==> src/rtl/vector_exec_unit_if.sv <==
// Vector execution unit bus: start handshake, latched operands in, write-back
// result out. The execution unit takes the slave modport; the requester (or
// testbench) takes the master modport.
//   start/op/vd_in/va_flat/vb_flat/scalar : request and source operands
//   busy/we/vd_out/wd_flat/vz             : status and write-back to the VRF
interface vector_exec_unit_if #(
    parameter int unsigned NELEM = 5,
    parameter int unsigned WIDTH = 32
);
    logic                   start;
    logic [2:0]             op;
    logic [3:0]             vd_in;
    logic [NELEM*WIDTH-1:0] va_flat;
    logic [NELEM*WIDTH-1:0] vb_flat;
    logic [WIDTH-1:0]       scalar;
    logic                   busy;
    logic                   we;
    logic [3:0]             vd_out;
    logic [NELEM*WIDTH-1:0] wd_flat;
    logic                   vz;

    modport master (
        output start, op, vd_in, va_flat, vb_flat, scalar,
        input  busy, we, vd_out, wd_flat, vz
    );

    modport slave (
        input  start, op, vd_in, va_flat, vb_flat, scalar,
        output busy, we, vd_out, wd_flat, vz
    );
endinterface

==> src/rtl/vector_exec_unit.sv <==
// Multi-cycle vector execution stage. Latches two NELEM-element source vectors
// on an accepted start, runs one element per cycle through a shared
// add/sub/mul/logic datapath, then pulses we for one cycle with the result.
//   clk   : rising-edge clock
//   reset : asynchronous active-high reset
//   bus   : vector_exec_unit_if slave (request/operands in, write-back out)
module vector_exec_unit #(
    parameter int unsigned NELEM = 5,
    parameter int unsigned WIDTH = 32
) (
    input logic               clk,
    input logic               reset,
    vector_exec_unit_if.slave bus
);

    localparam int unsigned IdxW = $clog2(NELEM);

    typedef logic [NELEM-1:0][WIDTH-1:0] vec_t;

    typedef enum logic [1:0] {
        StIdle,
        StExec,
        StWb
    } state_e;

    state_e            state_q, state_d;
    logic [IdxW-1:0]   idx_q, idx_d;
    logic [2:0]        op_q, op_d;
    logic [3:0]        vd_q, vd_d;
    vec_t              va_q, va_d;
    vec_t              vb_q, vb_d;
    logic [WIDTH-1:0]  sc_q, sc_d;
    vec_t              res_q, res_d;
    logic [WIDTH-1:0]  acc_q, acc_d;
    // Output copies hold the last write-back values until the next one.
    vec_t              wd_q, wd_d;
    logic [3:0]        vd_out_q, vd_out_d;
    logic              vz_q, vz_d;

    logic [WIDTH-1:0]  a_el, b_el, acc_sum, el;
    logic [IdxW-1:0]   slot;
    logic              accept;

    // Shared element datapath.
    always_comb begin
        a_el    = va_q[idx_q];
        b_el    = vb_q[idx_q];
        acc_sum = acc_q + a_el;
        el      = '0;
        unique case (op_q)
            3'b000: el = a_el + b_el;
            3'b001: el = a_el - b_el;
            3'b010: el = a_el * b_el;
            3'b011: el = a_el & b_el;
            3'b100: el = a_el | b_el;
            3'b101: el = a_el ^ b_el;
            3'b110: el = acc_sum;
            3'b111: el = a_el + sc_q;
            default: el = '0;
        endcase
        // Reduce-sum keeps its running total in slot 0; slots 1..4 stay cleared.
        slot = (op_q == 3'b110) ? '0 : idx_q;
    end

    // The edge that ends WB is also an accept edge, giving back-to-back ops.
    assign accept = bus.start && (state_q == StIdle || state_q == StWb);

    always_comb begin
        state_d  = state_q;
        idx_d    = idx_q;
        op_d     = op_q;
        vd_d     = vd_q;
        va_d     = va_q;
        vb_d     = vb_q;
        sc_d     = sc_q;
        res_d    = res_q;
        acc_d    = acc_q;
        wd_d     = wd_q;
        vd_out_d = vd_out_q;
        vz_d     = vz_q;

        case (state_q)
            StIdle: ;
            StExec: begin
                res_d[slot] = el;
                acc_d       = acc_sum;
                idx_d       = idx_q + 1'b1;
                if (idx_q == IdxW'(NELEM - 1)) begin
                    state_d  = StWb;
                    wd_d     = res_d;
                    vd_out_d = vd_q;
                    vz_d     = ~|res_d;
                end
            end
            StWb:    state_d = StIdle;
            default: state_d = StIdle;
        endcase

        if (accept) begin
            state_d = StExec;
            op_d    = bus.op;
            vd_d    = bus.vd_in;
            va_d    = bus.va_flat;
            vb_d    = bus.vb_flat;
            sc_d    = bus.scalar;
            res_d   = '0;
            acc_d   = '0;
            idx_d   = '0;
        end
    end

    always_ff @(posedge clk or posedge reset) begin
        if (reset) begin
            state_q  <= StIdle;
            idx_q    <= '0;
            op_q     <= '0;
            vd_q     <= '0;
            va_q     <= '0;
            vb_q     <= '0;
            sc_q     <= '0;
            res_q    <= '0;
            acc_q    <= '0;
            wd_q     <= '0;
            vd_out_q <= '0;
            vz_q     <= 1'b0;
        end else begin
            state_q  <= state_d;
            idx_q    <= idx_d;
            op_q     <= op_d;
            vd_q     <= vd_d;
            va_q     <= va_d;
            vb_q     <= vb_d;
            sc_q     <= sc_d;
            res_q    <= res_d;
            acc_q    <= acc_d;
            wd_q     <= wd_d;
            vd_out_q <= vd_out_d;
            vz_q     <= vz_d;
        end
    end

    assign bus.busy    = (state_q != StIdle);
    assign bus.we      = (state_q == StWb);
    assign bus.vd_out  = vd_out_q;
    assign bus.wd_flat = wd_q;
    assign bus.vz      = vz_q;

endmodule

==> src/flat_wrapper.sv <==
// flat-port wrapper written by rule: the top's interface ports become plain ports
module vector_exec_unit_flat 
#(
    parameter int unsigned NELEM = 5,
    parameter int unsigned WIDTH = 32
)
  (clk, reset, bus_start, bus_op, bus_vd_in, bus_va_flat, bus_vb_flat, bus_scalar, bus_busy, bus_we, bus_vd_out, bus_wd_flat, bus_vz);
  vector_exec_unit_if #(.NELEM(NELEM), .WIDTH(WIDTH)) bus_i ();
  input logic clk;
  input logic reset;
  input wire logic [$bits(bus_i.start)-1:0] bus_start;
  input wire logic [$bits(bus_i.op)-1:0] bus_op;
  input wire logic [$bits(bus_i.vd_in)-1:0] bus_vd_in;
  input wire logic [$bits(bus_i.va_flat)-1:0] bus_va_flat;
  input wire logic [$bits(bus_i.vb_flat)-1:0] bus_vb_flat;
  input wire logic [$bits(bus_i.scalar)-1:0] bus_scalar;
  output wire logic [$bits(bus_i.busy)-1:0] bus_busy;
  output wire logic [$bits(bus_i.we)-1:0] bus_we;
  output wire logic [$bits(bus_i.vd_out)-1:0] bus_vd_out;
  output wire logic [$bits(bus_i.wd_flat)-1:0] bus_wd_flat;
  output wire logic [$bits(bus_i.vz)-1:0] bus_vz;
  assign bus_i.start = bus_start;
  assign bus_i.op = bus_op;
  assign bus_i.vd_in = bus_vd_in;
  assign bus_i.va_flat = bus_va_flat;
  assign bus_i.vb_flat = bus_vb_flat;
  assign bus_i.scalar = bus_scalar;
  assign bus_busy = bus_i.busy;
  assign bus_we = bus_i.we;
  assign bus_vd_out = bus_i.vd_out;
  assign bus_wd_flat = bus_i.wd_flat;
  assign bus_vz = bus_i.vz;
  vector_exec_unit #(.NELEM(NELEM), .WIDTH(WIDTH)) u_core (.clk(clk), .reset(reset), .bus(bus_i));
endmodule
==> config.mk <==
export PLATFORM = sky130hd
export DESIGN_NAME = vector_exec_unit_flat
export DESIGN_NICKNAME = d
export VERILOG_FILES = /design/src/rtl/vector_exec_unit_if.sv /design/src/rtl/vector_exec_unit.sv /design/src/flat_wrapper.sv
export SDC_FILE = /design/constraint.sdc
export NUM_CORES = 2
export LEC_CHECK = 0
export CAP_MARGIN = 25
export CORE_MARGIN = 1
export CORE_UTILIZATION = 30
export CTS_CLUSTER_DIAMETER = 40
export DETAILED_ROUTE_END_ITERATION = 12
export DONT_BUFFER_PORTS = 1
export SYNTH_ARGS = -nofsm -noshare
export SYNTH_HDL_FRONTEND = slang
export SYNTH_SLANG_ARGS = --single-unit
==> constraint.sdc <==
create_clock -name clk -period 29.4 [get_ports clk]
set_input_delay 2.94 -clock clk [delete_from_list [all_inputs] [get_ports clk]]
set_output_delay 2.94 -clock clk [all_outputs]
set_load 0.03 [all_outputs]
; ---- Word level (Yosys, flattened, before mapping)
; Index checks and enable logic that the tools add are counted.
[op_classes]
n_reduce_logical = 11
n_div = 0
order_cmp = 3
bitwise = 3
shift = 0
add_sub_neg = 5
n_mul = 1
muxes = 18
eq_ne = 12
[op_table]
columns = operator, n
row1 = $mux 160, 2
row2 = $pmux 32 s8, 1
row3 = $bmux 32 s3, 2
row4 = $bwmux 160, 1
row5 = $mux 32, 5
row6 = $reduce_or 160->1, 1
row7 = $add 32x32->32, 3
row8 = $demux 32 s3, 1
row9 = $and 32x32->32, 1
row10 = $mul 32x32->32, 1
row11 = $or 32x32->32, 1
row12 = $sub 32x32->32, 1
row13 = $xor 32x32->32, 1
row14 = $eq 3x3->1 const B, 5
row15 = $mux 3, 3
row16 = $lt 3x4->1 const B, 2
row17 = $eq 3x2->1 const B, 2
row18 = $mux 2, 2
row19 = $pmux 2 s2, 1
row20 = $reduce_and 2->1, 2
row21 = $reduce_bool 2->1, 2
row22 = $add 3x1->3 const B, 1
row23 = $eq 3x1->1 const B, 1
row24 = $ge 3x1->1 const B, 1
row25 = other kinds (9), 10
[totals]
out_inout_bits = 167
latch_bits = 0
in_bits = 362
ram_bits = 0
mem_count = 0
ff_bits = 721
mem_bits_ro = 0
elab_cells = 81

; ---- Logic depth before layout (Yosys ltp)
[logic_depth]
ltp_word = 9
depth_mapped = 41

; ---- Worst setup path after synthesis
; Ideal clock, no wire load.
[synth_path]
kind = register to register
start = register u_core.idx_q[0]
end = register u_core.vz_q, in the netlist u_core.bus.vz
t_arrival_ps = 9425
period_less_slack_ps = 9535
required_ps = 29290
stages_incl_launch_ff = 38
setup_slack_ps = 19865
path_buffers = 7
cell_sequence = dfrtp_1 buf_6 buf_6 buf_4 buf_4 buf_4 buf_2 mux2i_1 o2bb2ai_1 o21ai_0 clkbuf_1 clkinv_1 ha_1 fa_1 inv_1 fa_1 fa_1 inv_1 [2 not listed] ha_1 inv_1 fa_1 inv_1 fa_1 ha_1 a21oi_1 o21ai_0 a311o_1 o2111ai_1 nor3_1 or3_1 o32ai_1 nand2b_1 a22oi_1 nor4b_1 o2111ai_1 o41ai_1
[synth_via]
elab_chain_len = 8
elab_cells_between_ends = 24
classes_between = add/sub (4) / mul (1) / order compare (2) / eq/ne (1) / mux (9) / bitwise (3) / reduce/logical (4)
[synth_rtl]
columns = item, line
row1 = from (decl), vector_exec_unit.sv:27  ; logic [IdxW-1:0] idx_q, idx_d;
row2 = from (signal assigned), vector_exec_unit.sv:128  ; idx_q <= idx_d;
row3 = "parallel branches: the longest is 8 deep, another holds $mul 32x32->32", --
row4 = to (signal assigned), vector_exec_unit.sv:138  ; vz_q <= vz_d;
row5 = to (decl), vector_exec_unit.sv:38  ; logic vz_q, vz_d;
; Several ways; the timed one is not identified. The select of a mux whose other input is x is not followed.
; A chain may end at the register's enable or synchronous reset.

; ---- Final worst setup path
; Same ends and word-level chain as after synthesis.

==> metrics.csv <==
metric,value,unit
clkLatencyLatePin,0.79,ns
synth.largest_area_cell,dfrtp_1,
synth-seq-cells,721,
fp.dieH,427,um
yosysUniqueCellTypes,90,
clkSlewWorstSetupHoldPaths,0.06,ns
track_usage,26.1,%
min_path_type,register to register,
slowest_delay,0.77,ns
grt_max_degree,144,
grt_overflow,0,
nNetsFinal,7304,
worstHoldStart,u_core.va_q[35],
fin_crit,12.03,ns
cap_violations,0,
antenna_found_initial,12,
yosys-top-cells-area,"dfrtp_1, fa_1, nand2_1, ha_1, nor2_1",
drive_gt1_share,7.34,%
synth_fa_ha_area_share,21.0,%
synth_edf_count,0,
final_max_slew_viol_count,0,
path_max_fanout,45,
drcViolationCount,0,
fin_worst_skew,0.104,ns
rsz0062_at_grt,false,
area_growth,12.3,%
ys_seq_area_share,33.3,%
synth_top_area_share,33.3,%
drt_iter0_markers,4973,
r2r_slack,17.37,ns
ant_nets,0,
drt_wl_total,241000,um
routedWlPerCell,27.6,um
layout_commonest_cell,nand2_1,
synth_top_family_by_area,adder cells,
cts_hold_buf,0,
grt_pass1_wl,344000,um
synth_warnings,0,
syn_area,54200,um2
yosys.area_share.xor_xnor,2.30,%
gp_congestion,1.01,
rows,155,
firstDrtPassIters,7,
worstPathRequired,30.03,ns
slowest_stage,dfrtp_4,
final.setup.tns,0,ns
setup_viol,0,
rr_startpoint,u_core.idx_q[0],
yosys.area_share.simple,20.2,%
final_cell_mix,"nand2_1, dfrtp_1, nor2_1",
root_buffer,clkbuf_16,
grt_pass1_vias,48000,
initial_core_util,30.3,%
cts_buffer_depth,3,
via_count,48000,
crit_top_cell,fa_1,
port-buffer-count,0,
core_area,179000,um2
dieArea,182000,um2
die-width,427,um
synthArstFlopShare,100,%
synth_compound_gate_area_share,13.9,%
cts_tree,yes,
start_kind,register,
maxSlewHeadroom,22.8,%
viasPerCell,5.50,
nFillCells,18600,
syn_nets,7426,
clock.fmax,0.0831,GHz
worstHoldPathCells,2,
cts_resized,0,
crit_arrival,12.66,ns
fin_crit_sh,40.9,%
crit_start,u_core.idx_q[0],
netlist_instances,6402,
reg2regPathDepth,36,
status,finished clean,
dp_hpwl,181000,um
r2r-end,u_core.bus.vz,
numCtsBuffers,99,
worst_pin_slew,1.16,ns
end_kind,register,
crit_type,register to register,
cts_sinks,721,
synthFlopType,dfrtp_1,
boundaryPins,529,
synthMuxAreaShare,3.13,%
hold_viol_final,0,
syn_avg_cell_area,8.46,um2
cts_max_level,3,
post-cts-setup-buffer-count,0,
holdPathEnd,u_core.va_q[35],
-- area by class of cell --
class | instances | area, um2 | area share, %
Inverter | 471 | 1780 | 2.92
Antenna cell | 11 | 27.5 | 0.0452
Clock buffer | 119 | 2650 | 4.36
Timing Repair Buffer | 173 | 1390 | 2.28
Tap cell | 2355 | 2950 | 4.84
Sequential cell | 721 | 18100 | 29.7
Multi-Input combinational cell | 4814 | 33000 | 54.3
Clock inverter | 67 | 980 | 1.61
-- worst max-delay path, delay by kind of cell (launching register included) --
family	cells	cell delay, ns
adders and majority gates	10	4.50
and+or+nand+nor	6	0.92
buffers and inverters	11	2.82
AOI/OAI and AO/OA	7	2.00
DFF	1	0.77
xor gates and xnor gates	1	0.17
muxes	1	0.62
-- worst max path at each step --
stage	to	slack (ns)
after floorplan	u_core.acc_q[0]	6.23
after global placement	u_core.bus.vz	17.61
after detailed placement	u_core.bus.vz	17.55
after CTS	u_core.bus.vz	17.51
after global routing	u_core.bus.vz	16.83
final	u_core.bus.vz	17.37
-- state kept, by name (all words and copies together) (netlist names) --
signal	flops
u_core.vd_q	4
u_core.bus.vz	1
u_core.va_q	160
u_core.idx_q	3
u_core.acc_q	32
u_core.op_q	3
u_core.sc_q	32
u_core.res_q	160
u_core.vb_q	160
u_core.bus.vd_out	4
u_core.bus.wd_flat	160
u_core.state_q	2
-- layer usage --
layer / GRT usage (%) / share of wire, % / vias up
met5: 0 / 0.019 / -
met2: 40.1 / 45 / 2565
met1: 33.1 / 39 / 24000
met3: 6.27 / 9.5 / 604
li1: - / - / 20900
met4: 15.7 / 6.8 / 8
-- stage by stage --
step / utilization, % / hold slack (ns) / worst slack [ns] / std cells / cell area, um2
after floorplan: - / 0.438 / 6.23 / 6402 / 54200
after global placement: 31.9 / 0.446 / 17.61 / 8526 / 57100
after detailed placement: 31.9 / 0.455 / 17.55 / 8532 / 57200
after CTS: 34.0 / 0.471 / 17.51 / 8718 / 60800
after global routing: 34.0 / 0.486 / 16.83 / 8724 / 60800
final: 34.0 / 0.467 / 17.37 / 8731 / 60800
-- synthesized netlist by cell type (23+ instances only) --
cell,count
a31oi_1,58
o2bb2ai_1,51
nand4_1,29
a211oi_1,39
mux2i_1,129
nand3_1,124
xnor2_1,99
a22o_1,50
o21ai_0,403
a21oi_1,199
ha_1,252
o21a_1,28
dfrtp_1,721
clkbuf_1,321
mux2_2,27
nor4_1,25
clkinv_1,26
inv_1,443
fa_1,410
nor2b_1,23
buf_1,38
and3_1,24
nor2_1,575
nor3_1,48
xor2_1,28
o211ai_1,27
a21o_1,53
nand2_1,1740
a22oi_1,29
-- kinds of logic (layout without fill, tap and decap cells) --
kind of cell    after synthesis  in the layout
compound gates             1161           1161
xor+xnor                    133            133
fa+ha+maj                   662            662
buf+inv                     867            830
flops                       721            721
mux                         162            162
other cells                   0             11
simple gates               2696           2696
Power is not shown: default switching activity piles up to over one toggle a cycle in this logic, so the estimate is an artifact.
